==> src/rtl/itlb_4kb_maint_ctrl.sv <==
// ITLB 4KB array maintenance sequencer: shares the array's RMW port between walker fills and SFENCE.VMA flushes.
// Optional ITLB_MAINT_RESET_CLEAR_EN: run a silent flush-all sweep right after reset release.
module itlb_4kb_maint_ctrl #(
    parameter int WAYS       = 2,
    parameter int IW         = 4,
    parameter int ASID_WIDTH = 9,
    parameter int VPN_WIDTH  = 20,
    parameter int PPN_WIDTH  = 22
) (
    input  logic                       CLK,
    input  logic                       nRST,
    input  logic                       fill_valid,
    output logic                       fill_ready,
    input  logic [VPN_WIDTH-1:0]       fill_VPN,
    input  logic [ASID_WIDTH-1:0]      fill_ASID,
    input  logic                       fill_global,
    input  logic [PPN_WIDTH-1:0]       fill_PPN,
    input  logic                       sfence_valid,
    output logic                       sfence_ready,
    input  logic                       sfence_VPN_valid,
    input  logic                       sfence_ASID_valid,
    input  logic [VPN_WIDTH-1:0]       sfence_VPN,
    input  logic [ASID_WIDTH-1:0]      sfence_ASID,
    output logic                       flush_active,
    output logic                       flush_done,
    output logic                       arr_rd_valid,
    output logic [IW-1:0]              arr_rd_index,
    input  logic [WAYS-1:0]            arr_rd_valid_by_way,
    input  logic [WAYS-1:0]            arr_rd_global_by_way,
    input  logic [WAYS*ASID_WIDTH-1:0] arr_rd_ASID_by_way,
    input  logic [WAYS*VPN_WIDTH-1:0]  arr_rd_VPN_by_way,
    output logic                       arr_wr_valid,
    output logic [IW-1:0]              arr_wr_index,
    output logic [WAYS-1:0]            arr_wr_way_mask,
    output logic                       arr_wr_inv,
    output logic [VPN_WIDTH-1:0]       arr_wr_VPN,
    output logic [ASID_WIDTH-1:0]      arr_wr_ASID,
    output logic                       arr_wr_global,
    output logic [PPN_WIDTH-1:0]       arr_wr_PPN
);
    localparam int RW = (WAYS > 1) ? $clog2(WAYS) : 1;

    typedef enum logic [2:0] {IDLE, FILL_RD, FILL_WR, FLUSH_RD, FLUSH_WR, FLUSH_ALL} state_t;

    state_t                state;
    logic [RW-1:0]         rr_ptr;
    logic [IW-1:0]         cnt;
    logic [VPN_WIDTH-1:0]  f_vpn, sf_vpn;
    logic [ASID_WIDTH-1:0] f_asid, sf_asid;
    logic [PPN_WIDTH-1:0]  f_ppn;
    logic                  f_global, sf_vpn_v, sf_asid_v;
    logic                  boot_go, silent, fill_acc, sf_acc, use_rr;
    logic [WAYS-1:0]       hit, free, fill_mask, flush_mask;

    function automatic logic [IW-1:0] vpn_hash(input logic [VPN_WIDTH-1:0] vpn);
        return vpn[IW-1:0] ^ vpn[2*IW-1:IW];
    endfunction

    function automatic logic [WAYS-1:0] lowest_set(input logic [WAYS-1:0] v);
        logic [WAYS-1:0] r;
        r = '0;
        for (int w = 0; w < WAYS; w++)
            if (v[w] && r == '0) r[w] = 1'b1;
        return r;
    endfunction

`ifdef ITLB_MAINT_RESET_CLEAR_EN
    logic boot;
    always_ff @(posedge CLK or negedge nRST) begin
        if (!nRST) begin
            boot   <= 1'b1;
            silent <= 1'b0;
        end else if (boot) begin
            boot   <= 1'b0;
            silent <= 1'b1;
        end else if (state == FLUSH_ALL && cnt == '1) begin
            silent <= 1'b0;
        end
    end
    assign boot_go = boot;
`else
    assign boot_go = 1'b0;
    assign silent  = 1'b0;
`endif

    assign sfence_ready = (state == IDLE) && !boot_go;
    assign fill_ready   = sfence_ready && !sfence_valid;
    assign sf_acc       = sfence_valid && sfence_ready;
    assign fill_acc     = fill_valid && fill_ready;

    // Way selection and flush masks act on read data returned in the write cycle.
    always_comb begin
        hit        = '0;
        free       = '0;
        flush_mask = '0;
        for (int w = 0; w < WAYS; w++) begin
            logic vm, am, fm, v, g;
            v  = arr_rd_valid_by_way[w];
            g  = arr_rd_global_by_way[w];
            vm = arr_rd_VPN_by_way[w*VPN_WIDTH +: VPN_WIDTH] == sf_vpn;
            am = arr_rd_ASID_by_way[w*ASID_WIDTH +: ASID_WIDTH] == sf_asid;
            fm = arr_rd_VPN_by_way[w*VPN_WIDTH +: VPN_WIDTH] == f_vpn;
            hit[w]  = v && fm && (g || arr_rd_ASID_by_way[w*ASID_WIDTH +: ASID_WIDTH] == f_asid);
            free[w] = !v;
            if (sf_vpn_v && sf_asid_v) flush_mask[w] = v && vm && am && !g;
            else if (sf_vpn_v)         flush_mask[w] = v && vm;
            else                       flush_mask[w] = v && am && !g;
        end
        fill_mask = '0;
        use_rr    = 1'b0;
        if (|hit) begin
            fill_mask = lowest_set(hit);
        end else if (|free) begin
            fill_mask = lowest_set(free);
        end else begin
            fill_mask[rr_ptr] = 1'b1;
            use_rr = 1'b1;
        end
    end

    always_comb begin
        arr_rd_valid    = 1'b0;
        arr_rd_index    = '0;
        arr_wr_valid    = 1'b0;
        arr_wr_index    = '0;
        arr_wr_way_mask = '0;
        arr_wr_inv      = 1'b0;
        arr_wr_VPN      = '0;
        arr_wr_ASID     = '0;
        arr_wr_global   = 1'b0;
        arr_wr_PPN      = '0;
        flush_active    = (state == FLUSH_RD) || (state == FLUSH_WR) || (state == FLUSH_ALL);
        case (state)
            FILL_RD: begin
                arr_rd_valid = 1'b1;
                arr_rd_index = vpn_hash(f_vpn);
            end
            FILL_WR: begin
                arr_wr_valid    = 1'b1;
                arr_wr_index    = vpn_hash(f_vpn);
                arr_wr_way_mask = fill_mask;
                arr_wr_VPN      = f_vpn;
                arr_wr_ASID     = f_asid;
                arr_wr_global   = f_global;
                arr_wr_PPN      = f_ppn;
            end
            FLUSH_RD: begin
                arr_rd_valid = 1'b1;
                arr_rd_index = cnt;
            end
            FLUSH_WR: begin
                arr_wr_valid    = |flush_mask;
                arr_wr_index    = arr_wr_valid ? cnt : '0;
                arr_wr_way_mask = flush_mask;
                arr_wr_inv      = arr_wr_valid;
            end
            FLUSH_ALL: begin
                arr_wr_valid    = 1'b1;
                arr_wr_index    = cnt;
                arr_wr_way_mask = '1;
                arr_wr_inv      = 1'b1;
            end
            default: ;
        endcase
    end

    // Request fields are data only; they are consumed solely in the states they lead to.
    always_ff @(posedge CLK) begin
        if (fill_acc) begin
            f_vpn    <= fill_VPN;
            f_asid   <= fill_ASID;
            f_global <= fill_global;
            f_ppn    <= fill_PPN;
        end
        if (sf_acc) begin
            sf_vpn    <= sfence_VPN;
            sf_asid   <= sfence_ASID;
            sf_vpn_v  <= sfence_VPN_valid;
            sf_asid_v <= sfence_ASID_valid;
        end
    end

    always_ff @(posedge CLK or negedge nRST) begin
        if (!nRST) begin
            state      <= IDLE;
            rr_ptr     <= '0;
            cnt        <= '0;
            flush_done <= 1'b0;
        end else begin
            flush_done <= 1'b0;
            case (state)
                IDLE: begin
                    if (boot_go) begin
                        state <= FLUSH_ALL;
                        cnt   <= '0;
                    end else if (sf_acc) begin
                        if (!sfence_VPN_valid && !sfence_ASID_valid) begin
                            state <= FLUSH_ALL;
                            cnt   <= '0;
                        end else begin
                            state <= FLUSH_RD;
                            cnt   <= sfence_VPN_valid ? vpn_hash(sfence_VPN) : '0;
                        end
                    end else if (fill_acc) begin
                        state <= FILL_RD;
                    end
                end
                FILL_RD: state <= FILL_WR;
                FILL_WR: begin
                    if (use_rr) rr_ptr <= (rr_ptr == RW'(WAYS - 1)) ? '0 : rr_ptr + 1'b1;
                    state <= IDLE;
                end
                FLUSH_RD: state <= FLUSH_WR;
                FLUSH_WR: begin
                    if (sf_vpn_v || cnt == '1) begin
                        state      <= IDLE;
                        flush_done <= 1'b1;
                    end else begin
                        cnt   <= cnt + 1'b1;
                        state <= FLUSH_RD;
                    end
                end
                FLUSH_ALL: begin
                    if (cnt == '1) begin
                        state      <= IDLE;
                        flush_done <= !silent;
                    end else begin
                        cnt <= cnt + 1'b1;
                    end
                end
                default: state <= IDLE;
            endcase
        end
    end
endmodule

==> config.mk <==
export PLATFORM = sky130hd
export DESIGN_NAME = itlb_4kb_maint_ctrl
export DESIGN_NICKNAME = d
export VERILOG_FILES = /design/src/rtl/itlb_4kb_maint_ctrl.sv
export SDC_FILE = /design/constraint.sdc
export NUM_CORES = 1
export LEC_CHECK = 0
export BUFFER_PORTS_ARGS = -buffer_cell sky130_fd_sc_hd__buf_4
export CAP_MARGIN = 40
export CORE_UTILIZATION = 48
export CTS_CLUSTER_DIAMETER = 40
export DETAILED_ROUTE_END_ITERATION = 8
export PLACE_DENSITY = 0.9
export SYNTH_ARGS = -nofsm -noshare
export SYNTH_HDL_FRONTEND = slang
export SYNTH_SLANG_ARGS = --single-unit
==> constraint.sdc <==
create_clock -name CLK -period 3.1 [get_ports CLK]
set_input_delay 0.62 -clock CLK [delete_from_list [all_inputs] [get_ports CLK]]
set_output_delay 0.62 -clock CLK [all_outputs]
set_load 0.02 [all_outputs]
==> flow_summary.yaml <==
run_status:
  run_status: "finished clean"
clocking:
  clk_latency_ns: 0.37
  cts_max_level: 3
  holdBufCountCts: 0
  cts.sinks: 92
  cts-root-buf: "clkbuf_8"
  clockBufferDepth: 2
  cts.clk_slew.worst_paths_ns: 0.09
  numCtsBuffers: 9
  tritoncts: "yes"
pwr:
  irDropWorstVdd_uv: 364.2
  cellPowerDensity_nw_per_um2: 684.5
  power.leakage_nw: 3.042
timing:
  grt_setup_unrepaired: "no"
  slew-limit-headroom: 0.6634
  fin_setup_tns_ns: 0
  max_freq_ghz: 0.3285
  period_needed_ns: 3.044
  setup-violations-final: 0
  slew_violations: 0
  hold_viol_final: 0
  worstMarginPinSlew_ns: 0.5039
  fin_crit_sh: 0.9821
  fin_skew_ns: 0.007512
logic_synthesis:
  synth-xor-area-share: 0.2212
  yosysTopAreaCell: "edfxtp_1"
  synthTopCellsByCount: "edfxtp_1, xor2_1, and3_1"
  yosysSeqAreaShare: 0.5492
  ys_top_cells_by_area: "edfxtp_1, xor2_1, xnor2_1, and3_1, dfrtp_1"
  yosysMostFrequentCell: "edfxtp_1"
  syn_area_per_cell_um2: 11.95
  synth_fp_nets: 564
  synth_compound_area_frac: 0.05107
  synth_fa_ha_area_frac: 0.002528
  yosys.cell_types.count: 37
  synthesis.instances: 414
  synthArstFlopShare: 0.09783
  yosys.area_share.simple: 0.1550
  syn_area_um2: 4948
  synth-edff-count: 83
  ys_warn_count: 0
  muxShareOfSynthArea: 0
  synth_top_area_frac: 0.5037
  ys_ff_latch: 92
  synth_top_family_by_area: "XOR/XNOR gates"
  synthFlopType: "edfxtp_1"
critical_path:
  crit_fanout: 4
  cp_top_family: "simple AND/OR/NAND/NOR gates"
  crit_path_start_kind: "flip-flop"
  cp_cell_sequence: "xor2_1, nor4_1, nand4_1, o31ai_1, o211ai_1, buf_4"
  cp_slowest_cell: "edfxtp_1"
  critPathKind: "flip-flop to primary output"
  path_buf_inv: 1
  slowest_delay_ns: 0.54
  cp.arrival_ns: 2.42
  cp.required_ns: 2.48
  cp-end-kind: "primary output"
finish:
  num-nets-final: 780
  syn2layout_area_growth_pct: 40.23
  final_core_util: 0.7035
  fin_area_um2: 6939
  num-fill-cells: 710
  drive_gt1_frac: 0.3937
  diodes: 0
die:
  core_region_area_um2: 9864
  io_pins: 218
  rows: 36
  die_y_um: 103.5
  die_w_um: 103.5
  die-area_um2: 10720
  initial_core_util: 0.5016
drt:
  final_antenna_net_count: 0
  drcViolationCount: 0
  vias_per_cell: 5.484
  first_iter_violations: 290
  firstDrtPassIters: 5
  wl_per_cell_um: 19.84
  wl_um: 15240
  vias: 4212
place:
  hpwl_um: 11690
  dpl_cell_area_um2: 6706
  gp_congestion: 0.9182
  io_buffers: 217
global_route:
  grtUsageTotal: 0.2828
  grt_max_degree: 50
  grt_overflow: 0
  grt_pass1_vias: 4226
  grt_pass1_wl_um: 23050
  grt_antenna_before_repair: 0
job:
  maxCapViolCount: 0
min_path:
  hp-class: "input pin to async pin"
-- power by group --
group          switching [W]  total (W)  internal [W]
Combinational        0.00126    0.00213      0.000870
Sequential          0.000248    0.00187       0.00163
Clock               0.000437   0.000749      0.000312
Total                0.00194    0.00475       0.00281
-- layer usage --
layer | vias to the layer above | track usage | part of all wire
met5 | - | 0 | 0
met4 | 0 | 0.1149 | 0.027
met3 | 38 | 0.03210 | 0.056
met2 | 215 | 0.4885 | 0.51
li1 | 1936 | - | -
met1 | 2023 | 0.3623 | 0.41
-- placed cells by master (no fill, tap or decap), types with 8 or more instances in the layout --
master and n:
nand2_1 16, buf_4 223, dfrtp_1 8, xnor2_1 46, edfxtp_1 83, nor2_1 9
clkbuf_8 10, xor2_1 79, nand4_1 12, and3_1 54, nor4_1 15
-- flip-flops by register name, indices dropped and copies added, names as in the netlist --
signal / flops
f_global: 1
flush_done: 1
sf_asid_v: 1
f_ppn: 22
f_asid: 9
f_vpn: 20
rr_ptr: 1
cnt: 4
sf_vpn: 20
state: 3
sf_vpn_v: 1
sf_asid: 9
-- timing repair --
action | 4_1_cts | 5_1_grt
buffers inserted | 1 | 0
pin swaps | 2 | 4
setup endpoints to repair | 6 | 4
gates resized for setup | 3 | 8
cloned | 0 | 0
-- layout make-up --
class | count | area [um2] | share of cell area
clock inverters | 6 | 40.04 | 0.005770
clock buffers | 10 | 137.6 | 0.01983
repair buffers | 223 | 1674 | 0.2413
well taps | 133 | 166.4 | 0.02398
inverters | 7 | 26.28 | 0.003787
multi-input cells | 297 | 2176 | 0.3136
flip-flops and latches | 92 | 2719 | 0.3918
-- cell families after synthesis --
kind of cell               after synthesis
and+or+nand+nor                        134
xor gates and xnor gates               125
DFF                                     92
AOI/OAI and AO/OA                       37
buffers and inverters                   25
adders and majority gates                1
-- stage by stage --
stage                     instances  hold WS [ns]  worst slack [ns]  power [W]
after global placement          751        0.4496           0.06105   0.003893
after global routing            768       0.05653         0.0003999   0.004960
after detailed placement        751        0.4590           -0.1137   0.003964
after floorplan                 414        0.3244           0.01928   0.003064
after CTS                       768       0.05642           0.01947   0.004717
final                           768       0.06401           0.05559   0.004750
-- path summary, 6_finish.rpt --
path                                   from                 end  slack [ns]  cells after the start
min in group CLK                fill_VPN[3]            f_vpn[3]        0.42                      1
worst min register to register       rr_ptr              rr_ptr        0.50                      1
worst max register to register     state[1]           f_ppn[18]        0.87                      4
worst min-delay path                   nRST              cnt[2]        0.06                      1
max in group asynchronous              nRST            state[1]        2.87                      1
worst max-delay path               f_vpn[6]  arr_wr_way_mask[1]        0.06                      6
(Power assumes the default switching activity.)
